<file path="config.mk">
export PLATFORM = sky130hd
export DESIGN_NAME = fetch_stage
export DESIGN_NICKNAME = d
export VERILOG_FILES = /design/src/rtl/fetch_stage.sv
export SDC_FILE = /design/constraint.sdc
export NUM_CORES = 1
export LEC_CHECK = 0
export ABC_AREA = 1
export CAP_MARGIN = 25
export CORE_UTILIZATION = 40
export CTS_BUF_LIST = sky130_fd_sc_hd__clkbuf_16
export DETAILED_ROUTE_END_ITERATION = 8
export DONT_BUFFER_PORTS = 1
export SLEW_MARGIN = 20
export SYNTH_ARGS = -nofsm -noshare
export SYNTH_HDL_FRONTEND = slang
export SYNTH_SLANG_ARGS = --single-unit
</file>
<file path="constraint.sdc">
create_clock -name CLK -period 5.6 [get_ports CLK]
set_input_delay 1.12 -clock CLK [delete_from_list [all_inputs] [get_ports CLK]]
set_output_delay 1.12 -clock CLK [all_outputs]
set_load 0.005 [all_outputs]
</file>
<file path="src/rtl/fetch_stage.sv">
// Instruction-fetch stage: owns the PC, issues imem reads, buffers fetched
// words in a small FIFO and presents {instruction, PC+4, valid} to decode.
// Stops fetching after a HALT word; redirects flush the buffer and refetch.
module fetch_stage #(
  parameter logic [31:0] RESET_PC  = 32'h0000_0000,
  parameter int unsigned BUF_DEPTH = 2
) (
  input  logic        CLK,
  input  logic        RST,
  input  logic        ihit,
  input  logic [31:0] iload,
  output logic        iREN,
  output logic [31:0] iaddr,
  input  logic        stall,
  input  logic        redirect,
  input  logic [31:0] redirect_pc,
  output logic [31:0] instr_out,
  output logic [31:0] npc_out,
  output logic        valid_out,
  output logic        halted
);

  localparam int unsigned PTR_W = (BUF_DEPTH > 1) ? $clog2(BUF_DEPTH) : 1;
  localparam int unsigned CNT_W = PTR_W + 1;
  localparam logic [CNT_W-1:0] DEPTH_C = CNT_W'(BUF_DEPTH);

  typedef enum logic {
    ST_FETCH  = 1'b0,
    ST_HALTED = 1'b1
  } state_t;

  state_t             r_state;
  state_t             w_state_nxt;
  logic [31:0]        r_pc;
  logic [31:0]        r_instr_mem [BUF_DEPTH];
  logic [31:0]        r_npc_mem   [BUF_DEPTH];
  logic [PTR_W-1:0]   r_head;
  logic [PTR_W-1:0]   r_tail;
  logic [CNT_W-1:0]   r_count;

  logic               w_push;
  logic               w_pop;
  logic               w_is_halt;
  logic [31:0]        w_pc_plus4;

  // Request/handshake qualifiers and combinational head-of-FIFO outputs
  always_comb begin
    iREN       = (r_state == ST_FETCH) && (r_count < DEPTH_C) && !RST && !redirect;
    iaddr      = r_pc;
    w_pc_plus4 = r_pc + 32'd4;
    w_push     = iREN && ihit;
    w_is_halt  = (iload[31:26] == 6'b111111);
    valid_out  = (r_count != '0);
    // A redirect flushes the buffer, so no pop is credited that cycle
    w_pop      = valid_out && !stall && !redirect;
    halted     = (r_state == ST_HALTED);
    instr_out  = valid_out ? r_instr_mem[r_head] : '0;
    npc_out    = valid_out ? r_npc_mem[r_head]   : '0;
  end

  // FSM next-state: redirect always resumes fetching, an accepted HALT stops it
  always_comb begin
    w_state_nxt = r_state;
    if (redirect) begin
      w_state_nxt = ST_FETCH;
    end else if (w_push && w_is_halt) begin
      w_state_nxt = ST_HALTED;
    end
  end

  // FSM state register
  always_ff @(posedge CLK) begin
    if (RST) begin
      r_state <= ST_FETCH;
    end else begin
      r_state <= w_state_nxt;
    end
  end

  // PC update: redirect target, or advance past every non-HALT accepted word
  always_ff @(posedge CLK) begin
    if (RST) begin
      r_pc <= RESET_PC;
    end else if (redirect) begin
      r_pc <= {redirect_pc[31:2], 2'b00};
    end else if (w_push && !w_is_halt) begin
      r_pc <= w_pc_plus4;
    end
  end

  // FIFO storage write (contents need no reset; the count gates visibility)
  always_ff @(posedge CLK) begin
    if (w_push) begin
      r_instr_mem[r_tail] <= iload;
      r_npc_mem[r_tail]   <= w_pc_plus4;
    end
  end

  // FIFO pointers and occupancy
  always_ff @(posedge CLK) begin
    if (RST || redirect) begin
      r_head  <= '0;
      r_tail  <= '0;
      r_count <= '0;
    end else begin
      if (w_push) begin
        r_tail <= r_tail + 1'b1;
      end
      if (w_pop) begin
        r_head <= r_head + 1'b1;
      end
      case ({w_push, w_pop})
        2'b10:   r_count <= r_count + 1'b1;
        2'b01:   r_count <= r_count - 1'b1;
        default: r_count <= r_count;
      endcase
    end
  end

endmodule

</file>
==> results by group, run 1 <==
Job
  • Maxcap violations: 0

Final layout
  • Net count reported at finish: 846
  • Fraction of layout cells with a size suffix above 1: 6.73%
  • Fillers: 1699
  • Syn-to-layout area delta: 10.9%
  • Ant diodes: 0
  • Fin area: 8010 um^2
  • Final core utilization: 45.8%

Timing
  • Setup TNS: 0 ps
  • Tightest Pin Transition: 965 ps
  • Count of final hold-check violations: 0
  • Final worst path period share: 58.4%
  • F_max: 306 MHz
  • RSZ-0062 raised after global routing: false
  • Final WS setup: 2330 ps
  • Rel. slew slack: 35.5%
  • Clock skew: 12.4 ps
  • Final setup vio count: 0
  • Final min period: 3270 ps
  • Max Transition Viols Final: 0

Floorplan
  • Core area: 17500 um^2
  • Die Area: 18600 um^2
  • Chip height: 136 um
  • Num rows: 48
  • Horiz. Die Dim: 136 um
  • Starting Density: 41.4%
  • IO Pins: 168

Setup path
  • WS Path Type: reg2out
  • Worst R2R Path Depth: 9
  • CP peak stage delay: 650 ps
  • Critical path depth: 3
  • Critical Path Start Type: flop
  • Critical path's top delay family: simple AND/OR/NAND/NOR gates
  • Max FO, Critical Path: 33
  • Flop-to-flop setup slack: 3120 ps
  • Worst path cell trace: nor2_4 > buf_4 > a21oi_1
  • Worst path bufs/invs: 1
  • CP arrival: 2150 ps
  • CP max-delay cell: nor2_4
  • CP Capture Type: output port
  • WP data required: 4480 ps

Placement
  • Hpwl dp: 11300 um
  • Port bufs: 0
  • DP Area: 7410 um^2
  • Gpl congestion: 0.888
  • Dpl ws: 2340 ps

Routing
  • Via density: 4.94
  • Via count: 5006
  • WL final: 16600 um
  • Antenna viol nets, final: 0
  • Avg WL per Cell: 16.4 um
  • DRC violations left: 0
  • Detailed Route Iter0 Violations: 203
  • Drt pass-1 iters: 4

Yosys
  • Largest family of logic cells by synthesized area: simple AND/OR/NAND/NOR gates
  • YS warnings: 0
  • Avg Inst Size Synth: 9.23 um^2
  • Synth Area in Simple Gates: 24.3%
  • Mux share of post-synthesis cell area: 0%
  • Cell count after synthesis: 783
  • Largest cells by area after synthesis: edfxtp_1 52%, nand2_1 15%, dfxtp_1 10%, a21oi_1 5.9%, nor2_1 2.8%
  • Compound-Gate Fraction of Synth Area: 7.25%
  • #FFs+latches synth: 160
  • Sequential fraction of the synthesis area: 61.5%
  • Mapped Area: 7230 um^2
  • Yosys top cell area share: 51.5%
  • Leading area contributor after synthesis: edfxtp_1
  • Post-synthesis xor/xnor area fraction: 1.21%
  • Adder-Cell Fraction of Synth Area: 0.346%
  • Distinct cells, synth: 31

Min path
  • Hold depth: 2
  • Worst Hold Class: reg2reg

Clock network
  • H-tree depth: 4
  • CTS Buf Count: 17
  • Clock Pin Slew Worst Setup and Hold Paths: 60 ps
  • Clk Latency, worst-skew pair: 420 ps
  • # Post-CTS Setup Buffers: 0
  • # clock sinks: 160
  • CTS tree: yes
  • Clk root buf: clkbuf_16
  • Post-CTS sizing: 0
  • Cts hold-fix bufs: 0
  • Clock Path Buffers: 2

Global routing
  • GRT overflow: 0
  • Tot GR Track Use: 18.5%
  • Vias in the first global route: 4460
  • First-pass GRT wire length: 25100 um
  • Antenna violations before repair: 0
  • Largest net degree at the start of global routing: 63

Power and ir drop
  • Pwr/cell area: 328 nW/um^2
  • Worst VDD drop: 0.000207 V
  • P_leak: 2.99 nW
  • PnR Total Power: 2.63 mW

Outcome
  • Status: complete, no violations
-- per-stage QoR --
stage / instances / hold slack, ps
floorplan: 786 / 443
global placement: 981 / 479
detailed placement: 981 / 504
CTS: 1013 / 518
global route: 1013 / 547
finish: 1013 / 510
-- layer usage --
layer | share of wire [%] | GRT usage, % | vias to the layer above | wire, um
met5 | 0 | 0 | - | 0
met4 | 1.3 | 6.17 | 0 | 211
met3 | 6.7 | 6.23 | 15 | 1120
met2 | 46 | 28.5 | 163 | 7620
met1 | 46 | 24.3 | 2270 | 7650
li1 | - | - | 2558 | -
-- cell families after synthesis --
kind of cell | count (synthesis)
compound gates | 101
simple gates | 419
fa+ha+maj | 2
buf+inv | 90
xor+xnor | 10
flops | 160
other cells | 1
-- cell usage in the layout, fill, tap and decap left out --
master	n
nor2_8	2
ha_1	2
nor3_1	1
nand3_1	39
bufinv_16	4
o21ai_0	8
and2_1	6
clkinv_4	1
dfxtp_1	35
clkinv_2	1
nor2_4	6
clkinvlp_4	3
nor2_1	51
dfxtp_2	1
nor3_2	1
nand2_2	3
nor2_2	6
a21oi_1	85
xor2_1	6
nand4_4	1
edfxtp_1	124
nand3b_1	5
o211a_1	1
buf_4	6
clkbuf_16	17
a22oi_1	2
inv_2	1
conb_1	4
clkinv_1	2
o21bai_1	2
inv_1	57
nand2_1	298
xnor2_1	4
a31oi_1	3
-- sequential cells by signal, indices dropped and copies added, names as in the netlist, named ones only --
name / count
r_npc_mem: 60
halted: 1
r_head: 1
iaddr: 30
r_tail: 1
r_instr_mem: 64
r_count: 2
-- area by class of cell --
| cell class | instances | area (um^2) | share of cell area [%] |
|---|---|---|---|
| clock buffer | 17 | 425 | 5.31 |
| clock inverter | 15 | 179 | 2.23 |
| inverter | 54 | 203 | 2.53 |
| multi-input combinational | 536 | 2430 | 30.4 |
| sequential | 160 | 4450 | 55.5 |
| tap | 225 | 282 | 3.51 |
| timing repair buffer | 6 | 45.0 | 0.562 |
-- worst paths after layout --
| check | to | startpoint |
|---|---|---|
| worst max-delay path | npc_out[18] | r_count[0]$_SDFFE_PP0P_ |
| worst min-delay path | flop | r_head$_SDFFE_PP0P_ |
| worst max register to register | r_count[1]$_SDFFE_PP0P_ | r_count[0]$_SDFFE_PP0P_ |
| worst min register to register | flop | r_head$_SDFFE_PP0P_ |
-- worst reg2reg max path, delay by kind of cell, from the launching register on --
kind / cells / cell delay (ps)
flip-flops: 1 / 360
adder cells (fa/ha/maj): 1 / 290
AND/OR/NAND/NOR: 4 / 980
AO/OA/AOI/OAI: 2 / 190
buffers and inverters: 2 / 590
-- report_power, final --
| part | switching (mW) | internal (mW) |
|---|---|---|
| Combinational | 0.0721 | 0.0339 |
| Sequential | 0.0274 | 1.31 |
| Clock | 0.448 | 0.735 |
-- cells in the mapped netlist, drive strengths merged --
library cell / instances
a31oi: 3
a21oi: 85
nand3b: 5
o21ai: 8
dfxtp: 36
xor2: 6
nand4: 1
nor2: 65
xnor2: 4
ha: 2
nor3: 2
nand2: 301
clkbuf: 25
inv: 54
and2: 6
conb: 1
o211a: 1
a22oi: 2
buf: 11
o21bai: 2
edfxtp: 124
nand3: 39
No activity file was read; power rests on OpenSTA's default activity.
==> run 2, diff against run 1 <==
==> constraint.sdc (replaced) <==
create_clock -name CLK -period 2.8 [get_ports CLK]
set_input_delay 0.56 -clock CLK [delete_from_list [all_inputs] [get_ports CLK]]
set_output_delay 0.56 -clock CLK [all_outputs]
set_load 0.005 [all_outputs]
==> run 2 against run 1 <==
Effect of this change: via count grew 1.0%; global-route usage grew 0.38 points; clock power grew 110%; sequential power grew 100%; die area is the same; clock-buffer cell count is the same; core utilization grew 0.42 points; worst setup slack lost 1900 ps; register-to-register slack lost 2200 ps; flip-flop and latch count is the same; final area grew 0.91%; non-clock buffer count grew 3.
==> results by group, run 2 (synthesized netlist as in run 1, its figures left out) <==
Timing
  • Count of final hold-check violations: 0
  • Max Transition Viols Final: 0
  • F_max: 419 MHz
  • Setup TNS: 0 ps
  • Final setup vio count: 0
  • RSZ-0062 raised after global routing: false
  • Rel. slew slack: 54.9%
  • Clock skew: 12.6 ps
  • Final worst path period share: 85.3%
  • Final min period: 2390 ps
  • Tightest Pin Transition: 677 ps

Min path
  • Hold Startpoint: RST
  • Hold depth: 1
  • Hold endpoint: iaddr[5]$_SDFFE_PP0P_
  • Worst Hold Class: in2reg

Global routing
  • GRT overflow: 0
  • Vias in the first global route: 4776
  • Largest net degree at the start of global routing: 63
  • Antenna violations before repair: 0
  • First-pass GRT wire length: 26000 um
  • Tot GR Track Use: 18.9%

Final layout
  • Multi-input gate area: 2430 um^2
  • Net count reported at finish: 849
  • Reg area: 4450 um^2
  • Non-filler cells, final: 1016
  • Biggest register: r_instr_mem
  • Fraction of layout cells with a size suffix above 1: 7.59%
  • Most frequent cells in the layout: 298 x nand2_1, 124 x edfxtp_1, 85 x a21oi_1, 53 x inv_1, 51 x nor2_1
  • Max reg flops: 64
  • Fin area: 8080 um^2
  • Ant diodes: 0
  • Syn-to-layout area delta: 11.9%
  • Most common cell after layout, fill and taps aside: nand2_1
  • Fillers: 1689

Setup path
  • Max FO, Critical Path: 62
  • Worst R2R Path Depth: 8
  • RR Endpoint: iaddr[20]$_SDFFE_PP0P_
  • CP Capture Type: output port
  • CP arrival: 1830 ps
  • CP peak stage delay: 550 ps
  • FF-to-FF Start: iaddr[2]$_SDFFE_PP0P_
  • WS Path Type: reg2out
  • Flop-to-flop setup slack: 970 ps
  • Critical Path Start Type: flop
  • Worst path bufs/invs: 1
  • Worst path cell trace: buf_4 > nand2_1 > a21oi_1
  • Critical path's top delay family: buffers and inverters
  • CP max-delay cell: buf_4
  • WP data required: 2240 ps

Power and ir drop
  • Pwr/cell area: 665 nW/um^2
  • Clock share of power: 46.2%
  • Switching part of the total power: 20.6%
  • Psw: 1.10 mW
  • P_int: 4.27 mW
  • Worst VDD drop: 0.000423 V
  • Sequential Power Share: 49.8%
  • P_leak: 3.01 nW
  • Comb pwr share: 4.0%
  • PnR Total Power: 5.38 mW

Routing
  • DRC violations left: 0
  • Via count: 5057
  • Via density: 4.98
  • WL final: 16800 um
  • Antenna viol nets, final: 0
  • Avg WL per Cell: 16.5 um
  • Drt pass-1 iters: 4
  • Detailed Route Iter0 Violations: 224

Placement
  • Gpl congestion: 0.891
  • DP Area: 7440 um^2
  • Placed insts: 984
  • Hpwl dp: 11400 um
  • Port bufs: 0

Job
  • Maxcap violations: 0

Clock network
  • Clk root buf: clkbuf_16
  • Clock Path Buffers: 2
  • # Post-CTS Setup Buffers: 0
  • H-tree depth: 4
  • CTS tree: yes
  • Post-CTS sizing: 0
  • Clk Latency, worst-skew pair: 420 ps
  • Clock Pin Slew Worst Setup and Hold Paths: 60 ps
  • Cts hold-fix bufs: 0
  • # clock sinks: 160
  • CTS Buf Count: 17

Floorplan
  • Die Area: 18600 um^2
  • Chip height: 136 um
  • IO Pins: 168
  • Core area: 17500 um^2
  • Starting Density: 41.4%
  • Num rows: 48
  • Horiz. Die Dim: 136 um

Outcome
  • Status: complete, no violations
-- run 2: how the worst max path moves through the flow --
stage / slack [ps] / depth (start not counted) / startpoint / endpoint
finish: 410 / 3 / flop / npc_out[17]
global route: 220 / 3 / flop / npc_out[31]
CTS: 360 / 3 / flop / npc_out[18]
detailed placement: 830 / 3 / flop / npc_out[18]
global placement: 840 / 3 / flop / npc_out[18]
floorplan: -270 / 4 / RST / r_instr_mem[1][0]$_DFFE_PP_
-- run 2: area by class of cell --
| cell class | count | area share [%] |
|---|---|---|
| clock buffers | 17 | 5.26 |
| clock inverters | 15 | 2.68 |
| inverters | 54 | 2.51 |
| multi-input cells | 536 | 30.1 |
| flip-flops and latches | 160 | 55.0 |
| well taps | 225 | 3.48 |
| repair buffers | 9 | 0.991 |
-- run 2: worst reg2reg max path, stage by stage, from the launching register on --
cell     delay, ps
dfxtp_1        410
ha_1           240
nand2_1         80
nor2_2         160
nand3_1        260
o21ai_0        230
nand2_1        150
a21oi_1        150
nor2_1          50
-- run 2: per-layer routing --
metal	routed length, um	global-route usage [%]	vias to the layer above
li1	-	-	2562
met1	7330	23.3	2333
met2	7980	30.6	145
met3	1250	6.52	17
met4	206	6.30	0
met5	0	0	-
-- run 2: power by group through the flow --
| stage | Clock [mW] | Combinational (mW) | Sequential (mW) |
|---|---|---|---|
| global placement | 0 | 0.212 | 2.73 |
| detailed placement | 0 | 0.216 | 2.73 |
| finish | 2.48 | 0.214 | 2.68 |
| CTS | 2.54 | 0.217 | 2.68 |
| floorplan | 0 | 0.182 | 2.71 |
| global route | 2.63 | 0.247 | 2.69 |
-- run 2: metrics by stage --
stage	worst slack (ps)	hold WS (ps)	utilization [%]
global placement	844	483	42.6
CTS	364	183	46.3
floorplan	-268	443	-
global route	219	186	46.3
detailed placement	831	493	42.6
finish	412	214	46.3
==> run 3, diff against run 2 <==
--- a/config.mk
+++ b/config.mk
@@ -6,6 +6,7 @@
 export NUM_CORES = 1
 export LEC_CHECK = 0
 export ABC_AREA = 1
+export ABC_CLOCK_PERIOD_IN_PS = 2500
 export CAP_MARGIN = 25
 export CORE_UTILIZATION = 40
 export CTS_BUF_LIST = sky130_fd_sc_hd__clkbuf_16
==> constraint.sdc (replaced) <==
create_clock -name CLK -period 2.5 [get_ports CLK]
set_input_delay 0.5 -clock CLK [delete_from_list [all_inputs] [get_ports CLK]]
set_output_delay 0.5 -clock CLK [all_outputs]
set_load 0.005 [all_outputs]
==> run 3 against run 2 <==
Effect of this change: routed wire length shrank 0.32%; flip-flop and latch count is the same; clock skew is essentially flat; largest cell class unchanged; final area is essentially flat; total power grew 6.9%; highest routed layer unchanged.
==> results by group, run 3 (synthesized netlist as in run 1, its figures left out) <==
Setup path
  • Flop-to-flop setup slack: 710 ps
  • CP arrival: 1630 ps
  • Worst path cell trace: inv_2 > buf_12 > nand2_1 > a21oi_1 > buf_4
  • CP Capture Type: output port
  • CP peak stage delay: 330 ps
  • WP data required: 2000 ps
  • Max FO, Critical Path: 30
  • Critical path depth: 5
  • FF-to-FF Start: iaddr[3]$_SDFFE_PP0P_
  • Worst path bufs/invs: 3
  • Worst R2R Path Depth: 7
  • Critical Path Start Type: flop
  • Critical path's top delay family: buffers and inverters
  • WS Path Type: reg2out
  • CP max-delay cell: dfxtp_2
  • RR Endpoint: r_npc_mem[0][16]$_DFFE_PP_

Routing
  • Via count: 5074
  • WL final: 16700 um
  • Avg WL per Cell: 16.3 um
  • Antenna viol nets, final: 0
  • Detailed Route Iter0 Violations: 271
  • DRC violations left: 0
  • Drt pass-1 iters: 4
  • Via density: 4.96

Clock network
  • Post-CTS sizing: 0
  • Clock Path Buffers: 2
  • # clock sinks: 160
  • Clk Latency, worst-skew pair: 420 ps
  • H-tree depth: 4
  • Cts hold-fix bufs: 0
  • Clk root buf: clkbuf_16
  • CTS Buf Count: 17
  • Clock Pin Slew Worst Setup and Hold Paths: 60 ps
  • # Post-CTS Setup Buffers: 0
  • CTS tree: yes

Timing
  • Count of final hold-check violations: 0
  • Final setup vio count: 0
  • RSZ-0062 raised after global routing: false
  • F_max: 469 MHz
  • Tightest Pin Transition: 502 ps
  • Clock skew: 12.9 ps
  • Rel. slew slack: 66.5%
  • Max Transition Viols Final: 0
  • Min Hold Slack: 145 ps
  • Final min period: 2130 ps
  • Setup TNS: 0 ps
  • Final worst path period share: 85.3%

Final layout
  • Final core utilization: 46.3%
  • Most common cell after layout, fill and taps aside: nand2_1
  • Max reg flops: 64
  • Net count reported at finish: 857
  • Biggest register: r_instr_mem
  • Most frequent cells in the layout: 298 x nand2_1, 124 x edfxtp_1, 85 x a21oi_1, 56 x inv_1, 51 x nor2_1
  • Ant diodes: 0
  • Syn-to-layout area delta: 11.9%
  • Fraction of layout cells with a size suffix above 1: 8.39%

Placement
  • Hpwl dp: 11600 um
  • Port bufs: 0
  • Gpl congestion: 0.869

Floorplan
  • Num rows: 48
  • Core area: 17500 um^2
  • Chip height: 136 um
  • IO Pins: 168
  • Starting Density: 41.4%
  • Horiz. Die Dim: 136 um
  • Die Area: 18600 um^2

Min path
  • Hold endpoint: iaddr[4]$_SDFFE_PP0P_
  • Hold Startpoint: RST
  • Hold depth: 1
  • Worst Hold Class: in2reg

Outcome
  • Status: complete, no violations

Global routing
  • GRT overflow: 0
  • Tot GR Track Use: 18.6%
  • Largest net degree at the start of global routing: 63
  • Vias in the first global route: 4761
  • Antenna violations before repair: 0
  • First-pass GRT wire length: 25900 um

Power and ir drop
  • Pwr/cell area: 711 nW/um^2
  • Worst VDD drop: 0.000447 V
  • P_leak: 3.04 nW

Job
  • Maxcap violations: 0
run 3: changes by cell type in the layout (fill, tap and decap cells not counted):
cell	change
clkinvlp_4	-2
clkinv_2	+1
clkinv_4	+1
inv_6	+2
bufinv_16	-3
inv_1	+3
buf_4	+7
buf_12	+1
clkinv_1	-2
run 3: worst max-delay path by stage:
stage	startpoint	end	slack [ps]
after floorplan	RST	r_instr_mem[1][0]$_DFFE_PP_	-510
after global placement	redirect	iaddr[11]$_SDFFE_PP0P_	690
after detailed placement	redirect	iaddr[12]$_SDFFE_PP0P_	700
after CTS	flop	npc_out[25]	300
after global routing	flop	instr_out[18]	230
final	flop	npc_out[25]	370
run 3: area by class of cell:
| cell class | instances | area (um^2) |
|---|---|---|
| fill | 1719 | 9390 |
| tap | 225 | 282 |
| multi-input combinational | 536 | 2430 |
| timing repair buffer | 17 | 153 |
| inverter | 54 | 203 |
| clock buffer | 17 | 425 |
| sequential | 160 | 4450 |
| clock inverter | 15 | 146 |
run 3: power by group:
part	switching [mW]	total (mW)	internal, mW
Clock	1.04	2.50	1.47
Sequential	0.0634	3.00	2.94
Combinational	0.162	0.242	0.0808
run 3: through the flow:
step / setup slack (ps) / power, mW / instances / instance area, um^2
floorplan: -508 / 3.24 / 786 / 7240
global placement: 693 / 3.30 / 992 / 7510
detailed placement: 698 / 3.30 / 992 / 7510
CTS: 297 / 5.80 / 1024 / 8090
global route: 225 / 5.95 / 1024 / 8090
finish: 366 / 5.75 / 1024 / 8090
run 3: routing by layer:
layer	vias to the layer above	wire length [um]	track usage (%)	part of all wire [%]
li1	2576	-	-	-
met1	2340	7400	23.1	44
met2	144	7910	29.9	47
met3	14	1200	6.64	7.2
met4	0	197	6.48	1.2
met5	-	0	0	0
